### src/rtl/regfile_mp_sb_pkg.sv
// Shared pipeline defines for the multi-port register file.
// Default widths and port counts used by ID/WB.
package regfile_mp_sb_pkg;

    localparam int RF_DW    = 32;
    localparam int RF_AW    = 5;
    localparam int RF_NRD   = 2;
    localparam int RF_NWR   = 2;
    localparam int REG_ZERO = 0;

endpackage

### src/rtl/regfile_mp_sb_sb.sv
// Busy-bit scoreboard: issue sets, writeback clears, issue wins.
// Provides the per-read-port busy lookup before any output register.
module regfile_sb
    import regfile_mp_sb_pkg::*;
#(
    parameter int AW     = RF_AW,
    parameter int NRD    = RF_NRD,
    parameter int NWR    = RF_NWR,
    parameter int BYPASS = 1
) (
    input  logic              clock,
    input  logic              reset,
    input  logic [NWR-1:0]    wr_en,
    input  logic [NWR*AW-1:0] wr_addr,
    input  logic              iss_en,
    input  logic [AW-1:0]     iss_addr,
    input  logic [NRD*AW-1:0] rd_addr,
    output logic [NRD-1:0]    rd_busy
);

    localparam int DEPTH = 2**AW;

    logic [DEPTH-1:0] busy;
    logic [DEPTH-1:0] clr;
    logic [DEPTH-1:0] set;
    logic [DEPTH-1:0] busy_nxt;

    always_comb begin
        clr = '0;
        set = '0;
        for (int i = 0; i < NWR; i++) begin
            if (wr_en[i]) begin
                clr[wr_addr[i*AW +: AW]] = 1'b1;
            end
        end
        if (iss_en) begin
            set[iss_addr] = 1'b1;
        end
        busy_nxt = (busy & ~clr) | set;
        busy_nxt[REG_ZERO] = 1'b0;
    end

    always_ff @(posedge clock or negedge reset) begin
        if (!reset) begin
            busy <= '0;
        end else begin
            busy <= busy_nxt;
        end
    end

    // A same-cycle writeback forwards its data, so the reader is not stalled.
    always_comb begin
        rd_busy = '0;
        for (int k = 0; k < NRD; k++) begin
            rd_busy[k] = busy[rd_addr[k*AW +: AW]]
                       && !((BYPASS != 0) && clr[rd_addr[k*AW +: AW]]);
        end
    end

endmodule

### src/rtl/regfile_mp_sb.sv
// Multi-port register file with write-to-read bypass and busy scoreboard.
// Register 0 reads as zero and is never busy.
module regfile_mp_sb
    import regfile_mp_sb_pkg::*;
#(
    parameter int DW      = RF_DW,
    parameter int AW      = RF_AW,
    parameter int NRD     = RF_NRD,
    parameter int NWR     = RF_NWR,
    parameter int SYNC_RD = 1,
    parameter int BYPASS  = 1
) (
    input  logic              clock,
    input  logic              reset,
    input  logic [NRD*AW-1:0] rd_addr,
    output logic [NRD*DW-1:0] rd_data,
    output logic [NRD-1:0]    rd_busy,
    input  logic [NWR-1:0]    wr_en,
    input  logic [NWR*AW-1:0] wr_addr,
    input  logic [NWR*DW-1:0] wr_data,
    input  logic              iss_en,
    input  logic [AW-1:0]     iss_addr,
    input  logic [AW-1:0]     dbg_addr,
    output logic [DW-1:0]     dbg_data
);

    localparam int DEPTH = 2**AW;
    localparam logic [AW-1:0] ZERO = AW'(REG_ZERO);

    logic [DW-1:0]  mem [DEPTH];
    logic [NRD-1:0] busy_c;

    // Later ports overwrite earlier ones, so the highest index wins.
    always_ff @(posedge clock or negedge reset) begin
        if (!reset) begin
            for (int r = 0; r < DEPTH; r++) begin
                mem[r] <= '0;
            end
        end else begin
            for (int i = 0; i < NWR; i++) begin
                if (wr_en[i] && wr_addr[i*AW +: AW] != ZERO) begin
                    mem[wr_addr[i*AW +: AW]] <= wr_data[i*DW +: DW];
                end
            end
        end
    end

    assign dbg_data = (dbg_addr == ZERO) ? '0 : mem[dbg_addr];

    regfile_sb #(
        .AW     (AW),
        .NRD    (NRD),
        .NWR    (NWR),
        .BYPASS (BYPASS)
    ) u_sb (
        .clock    (clock),
        .reset    (reset),
        .wr_en    (wr_en),
        .wr_addr  (wr_addr),
        .iss_en   (iss_en),
        .iss_addr (iss_addr),
        .rd_addr  (rd_addr),
        .rd_busy  (busy_c)
    );

    for (genvar k = 0; k < NRD; k++) begin : g_rd
        logic [AW-1:0] ra;
        logic [DW-1:0] rv;

        assign ra = rd_addr[k*AW +: AW];

        always_comb begin
            rv = mem[ra];
            if (BYPASS != 0) begin
                for (int i = 0; i < NWR; i++) begin
                    if (wr_en[i] && wr_addr[i*AW +: AW] == ra) begin
                        rv = wr_data[i*DW +: DW];
                    end
                end
            end
            if (ra == ZERO) begin
                rv = '0;
            end
        end

        if (SYNC_RD != 0) begin : g_sync
            logic [DW-1:0] rd_q;
            logic          busy_q;

            always_ff @(posedge clock or negedge reset) begin
                if (!reset) begin
                    rd_q   <= '0;
                    busy_q <= 1'b0;
                end else begin
                    rd_q   <= rv;
                    busy_q <= busy_c[k];
                end
            end

            assign rd_data[k*DW +: DW] = rd_q;
            assign rd_busy[k]          = busy_q;
        end else begin : g_comb
            assign rd_data[k*DW +: DW] = rv;
            assign rd_busy[k]          = busy_c[k];
        end
    end

endmodule
### config.mk
export PLATFORM = sky130hd
export DESIGN_NAME = regfile_mp_sb
export DESIGN_NICKNAME = d
export VERILOG_FILES = /design/src/rtl/regfile_mp_sb_pkg.sv /design/src/rtl/regfile_mp_sb_sb.sv /design/src/rtl/regfile_mp_sb.sv
export SDC_FILE = /design/constraint.sdc
export NUM_CORES = 2
export LEC_CHECK = 0
export CAP_MARGIN = 40
export CORE_MARGIN = 2
export CORE_UTILIZATION = 69
export CTS_CLUSTER_SIZE = 24
export DETAILED_ROUTE_END_ITERATION = 8
export GPL_TIMING_DRIVEN = 0
export PLACE_DENSITY = 0.87
export SLEW_MARGIN = 15
export SYNTH_ARGS = -nofsm -noshare
export SYNTH_HDL_FRONTEND = slang
export SYNTH_SLANG_ARGS = --single-unit
### constraint.sdc
create_clock -name clock -period 5.8 [get_ports clock]
set_input_delay 1.16 -clock clock [delete_from_list [all_inputs] [get_ports clock]]
set_output_delay 1.16 -clock clock [all_outputs]
set_load 0.05 [all_outputs]
==> metrics.md, run 1 <==
| Metric | Value |
|---|---|
| Top Ports | `roughly 200` |
| Place WS | `-799 ps` |
| RePlAce Congestion | `roughly 1.3` |
| H-tree depth | `4` |
| Post-CTS Hold Fix Bufs | `0` |
| Post-DP HPWL | `~340000 µm` |
| Vias in the first global route | `86200` |
| Largest net degree at the start of global routing | `around 140` |
| Post-synthesis sequential area ratio | `36.4%` |
| TritonCTS Buffers | `132` |
| Ys Warns | `0` |
| Tool error | `[ERROR GRT-0116] Global routing finished with congestion. Check the congestion regions in the DRC Viewer.` |
| Post-synthesis cell count | `7518` |
| Grt ovf | `about 430` |
| Initial Util | `a little under 70%` |
| Syn Nets | `approximately 7600` |
| Avg Inst Size Synth | `between 10 and 15 µm²` |
| GRT Util Overall | `between 80 and 90%` |
| Clock root cell | `clkbuf_16` |
| Inst Count DP | `between 9000 and 10000` |
| Unique masters post-synth | `64` |
| Number of flops mapped to enable cells by yosys | `0` |
| Stage reached | `global routing (5_1_grt)` |
| Die X | `between 300 and 400 µm` |
| Placement Rows | `122` |
| First-pass GRT wire length | `661000 µm` |
| Post-synthesis register bit count | `between 1000 and 1500` |
| Die Y | `approximately 340 µm` |
| Post-CTS setup buffer count | `0` |
| Port buffer count | `between 100 and 150` |
| Status | `stopped before the end` |
| Max Root-Sink Buffers | `3` |
| Asr flop ratio synth | `100%` |
| Most used DFF post-synth | `dfrtp_1` |
| Area of the mapped netlist | `0.0771 mm²` |
| CTS Sinks | `between 1000 and 1500` |
## synthesized netlist by cell type, types with 7 or more instances
cell | n | area share (%)
clkbuf_1 | 736 | 3.6
buf_2 | 165 | 1.1
nand2b_1 | 9 | 0.073
nor4_1 | 10 | 0.081
a22oi_1 | 114 | 1.1
a311oi_1 | 13 | 0.15
a211oi_1 | 68 | 0.66
a31oi_1 | 51 | 0.41
a21oi_1 | 922 | 6.0
mux4_2 | 853 | 25
inv_1 | 7 | 0.034
xor2_1 | 16 | 0.18
a221oi_1 | 25 | 0.28
nor2_1 | 1241 | 6.0
o22ai_1 | 64 | 0.52
buf_1 | 119 | 0.58
nor3_1 | 15 | 0.097
dfrtp_1 | 1121 | 36
or3_1 | 34 | 0.28
a32o_1 | 30 | 0.39
nand2_1 | 491 | 2.4
mux2i_1 | 515 | 6.7
o21bai_1 | 30 | 0.29
a32oi_1 | 334 | 3.8
o21ai_0 | 349 | 2.3
nor2b_1 | 65 | 0.53
and2_1 | 13 | 0.11
or2_2 | 12 | 0.097
## through the flow
step | area, µm² | setup TNS [ps]
4_1_cts | 87500 | 0
3_5_place_dp | 82900 | -18950
3_3_place_gp | 80400 | -
2_1_floorplan | 77100 | 0
## layer usage
| metal | GRT usage (%) | overflow |
|---|---|---|
| met1 | 85.1 | 5 |
| met2 | 93.9 | 222 |
| met3 | 71.8 | 6 |
| met4 | 80.2 | 194 |
| met5 | 37.5 | 1 |
## what timing repair did
item,CTS
gates resized for setup,30
cloned,0
setup endpoints to repair,32
endpoints found under the hold margin,0
## kinds of logic after synthesis
kind of cell / synth area share, %
DFF: 36.4
AOI/OAI and AO/OA: 16.1
xor gates and xnor gates: 0.227
and+or+nand+nor: 10.3
muxes: 31.7
buffers and inverters: 5.31
==> run 2, diff against run 1 <==
Settings changed: CORE_UTILIZATION 69 to 40, CTS_CLUSTER_SIZE 24 to default, PLACE_DENSITY 0.87 to default, PLACE_DENSITY_LB_ADDON from default to 0.15.
==> run 2 against run 1 <==
  * The flow now finishes, with violations (negative setup slack)
  * Synthesized cell count did not move
  * Synthesized area did not move
==> metrics.md, run 2 <==
| Metric | Value |
|---|---|
| Status | `finished, violations left (was stopped before the end)` |
| Violated checks | `negative setup slack` |
| Post-synthesis sequential area ratio | `36.4% (unchanged)` |
| Final WS setup | `-166 ps` |
| TritonCTS clock tree | `done` |
| Worst endpoint data arrival time | `slightly below 5000 ps` |
| DR iter-0 viols | `14400` |
| Drt drc | `0` |
| Tcrit/Tclk final | `103%` |
| RePlAce Congestion | `1.08 (was 1.28)` |
| Port buffer count | `138 (unchanged)` |
| Unique masters post-synth | `64 (unchanged)` |
| Placement Rows | `161 (was 122)` |
| Via count | `around 82000` |
| Worst slew margin | `between 30% and 40%` |
| Max Fclk | `around 170 MHz` |
| Worst slew pin tran | `between 1000 and 1500 ps` |
| Post-Synth Adder-Cell Area | `0% (unchanged)` |
| Worst Hold Margin | `between 150 and 200 ps` |
| Most used DFF post-synth | `dfrtp_1 (unchanged)` |
| Die ar. | `about 0.2 mm²` |
| Area delta synth->final | `19.9%` |
| Worst min path class | `in -> async` |
| Pins over their slew limit | `0` |
| Asr flop ratio synth | `100% (unchanged)` |
| Core ar. | `about 0.19 mm²` |
| Die X | `443 µm (was 338 µm)` |
| Fillers | `18100` |
| Final setup fails | `18` |
| Final Hold Violating Endpoints | `0` |
| Synth Area in Compound Gates | `16.1% (unchanged)` |
| Clock skew | `around 49 ps` |
| Net count, final | `between 8000 and 9000` |
| GRT Util Overall | `a little over half` |
| Vias per cell | `between 7 and 8` |
| Combinational family with the most area after synthesis | `multiplexers (unchanged)` |
| Clk pin slew, worst setup/hold paths | `around 60 ps` |
| Worst path required time | `4640 ps` |
| Top flop regs | `mem: 1024 flops, g_rd.g_sync.rd_q: 64 flops, u_sb.busy: 31 flops` |
| Mux contribution to synthesized area | `31.7% (unchanged)` |
| Largest net degree at the start of global routing | `roughly 150` |
| Vias in the first global route | `between 70000 and 80000` |
| CTS Sinks | `1121 (unchanged)` |
| Ys Warns | `0 (unchanged)` |
| CP Launch Type | `input port` |
| Top Ports | `197 (unchanged)` |
| Dominant cell type by area after synthesis | `dfrtp_1 (unchanged)` |
| Most frequent cells in the layout | `nor2_1 (1231), dfrtp_1 (1121), a21oi_1 (922)` |
| WL final | `~550000 µm` |
| Most common cell after layout, fill and taps aside | `nor2_1` |
| Post-synthesis register bit count | `1121 (unchanged)` |
| Unrepaired setup endpoints after global routing | `no` |
| XOR/XNOR Fraction of Synth Area | `0.227% (unchanged)` |
| Peak supply drop | `306 µV` |
| Top cell type's share of synthesized area | `36.4% (unchanged)` |
| DRT antenna net count | `0` |
| Avg Inst Size Synth | `10.3 µm² (unchanged)` |
| Share of cells above drive strength 1 | `21.9%` |
| Routed WL per cell | `about 50 µm` |
| Syn Nets | `7617 (unchanged)` |
| TritonCTS Buffers | `146 (was 132)` |
| Initial antenna violation count | `55` |
| H-tree depth | `4 (unchanged)` |
| Clock root cell | `clkbuf_16 (unchanged)` |
| Most common cell in the netlist | `nor2_1 (unchanged)` |
| Die Y | `443 µm (was 338 µm)` |
| Number of flops mapped to enable cells by yosys | `0 (unchanged)` |
| Grt ovf | `0` |
| Place WS | `-1170 ps (was -799 ps)` |
| Post-synthesis cell count | `7518 (unchanged)` |
| Largest cells by area after synthesis | `dfrtp_1 (36%), mux4_2 (25%), mux2i_1 (6.7%) (unchanged)` |
| Total power draw | `between 30000 and 40000 µW` |
| Reg with most FFs | `mem` |
| Simple-Gate Fraction of Synth Area | `10.3% (unchanged)` |
| CP Class | `in -> out` |
| Max Root-Sink Buffers | `3 (unchanged)` |
| Max reg flops | `roughly 1000` |
| Leak | `approximately 0.038 µW` |
| Post-DP HPWL | `434000 µm (was 339000 µm)` |
| First-pass GRT wire length | `just over 700000 µm` |
| MaxCap Viol Count | `0` |
| Area of the mapped netlist | `0.0771 mm² (unchanged)` |
| CP Capture Type | `output port` |
| Most instantiated cells after synthesis | `nor2_1 (1241), dfrtp_1 (1121), a21oi_1 (922), mux4_2 (853), clkbuf_1 (736) (unchanged)` |
| Initial Util | `40.2% (was 69.6%)` |
| Worst-skew pair later-pin latency | `850 ps` |
| Power per Cell Area | `about 360 mW/mm²` |
| Minimum clock period after layout | `just under 6000 ps` |
| DR pass1 iterations | `7` |
| Crit-path max FO | `10` |
run 2: cell counts after synthesis:
Identical to the previous run, type by type.
run 2: path summary, 6_finish.rpt:
check / cells past startpoint / endpoint / slack [ps] / start
min in group clock: 1 / mem[1020] / 520 / mem[1020]
setup / recovery: 8 / dbg_data[31] / -170 / dbg_addr[3]
hold / removal: 1 / mem[776] / 190 / reset
setup reg to reg: 6 / g_rd[1].g_sync.rd_q[13] / 2770 / mem[845]
hold reg to reg: 1 / mem[1020] / 520 / mem[1020]
max in group asynchronous: 5 / mem[57] / 2820 / reset
run 2: cells by family after synthesis:
logic type | Yosys count
simple gates | 1945
compound gates | 2025
flops | 1121
buf+inv | 1033
mux | 1374
xor+xnor | 20
run 2: metal layers:
metal / track usage, % / up-vias / part of all wire, % / wire (µm)
li1: - / 29900 / - / -
met1: 66.3 / 41400 / 35 / 190000
met2: 73.4 / 8128 / 39 / 215000
met3: 23.3 / 2149 / 14 / 79000
met4: 50.9 / 20 / 12 / 64900
met5: 0.342 / - / 0.036 / 198
run 2: cell type report:
type | instances | area [µm²] | share of cell area, %
repair buffers | 562 | 6970 | 7.53
diodes | 55 | 138 | 0.149
multi-input cells | 5364 | 45100 | 48.7
flip-flops and latches | 1121 | 28100 | 30.3
clock buffers | 217 | 4240 | 4.58
inverters | 9 | 33.8 | 0.0365
clock inverters | 49 | 578 | 0.625
plain buffers | 1024 | 4250 | 4.60
well taps | 2526 | 3160 | 3.42
run 2: metrics by stage:
step	util (%)	instance area, µm²	TNS [ps]	cells
6_report	48.2	92500	-1190	10900
5_1_grt	48.1	92400	0	10900
4_1_cts	47.8	91700	-28.6	10800
3_5_place_dp	45.2	86800	-30680	10600
3_3_place_gp	42.5	81700	-	10200
2_1_floorplan	-	77100	0	7518
run 2: critical path, stage by stage:
cell             delay, ps
clkdlybuf4s50_1        560
clkbuf_2               450
buf_16                 230
clkbuf_2               560
mux4_2                 340
mux2i_1                 80
nor2_2                 460
clkdlybuf4s50_1        910
run 2: where the power goes:
part / total, µW / internal, µW / switching, µW
clock network: 9580 / 5370 / 4220
registers: 12000 / 9810 / 2210
logic: 11300 / 5040 / 6270
total: 32900 / 20200 / 12700
run 2: repair_timing:
action / CTS / global route
pin swaps: 0 / 0
cloned: 0 / 0
hold buffers: 0 / 0
setup endpoints to repair: 32 / 8
resized for setup: 56 / 8
setup buffers: 0 / 0
(Power assumes the default switching activity.)
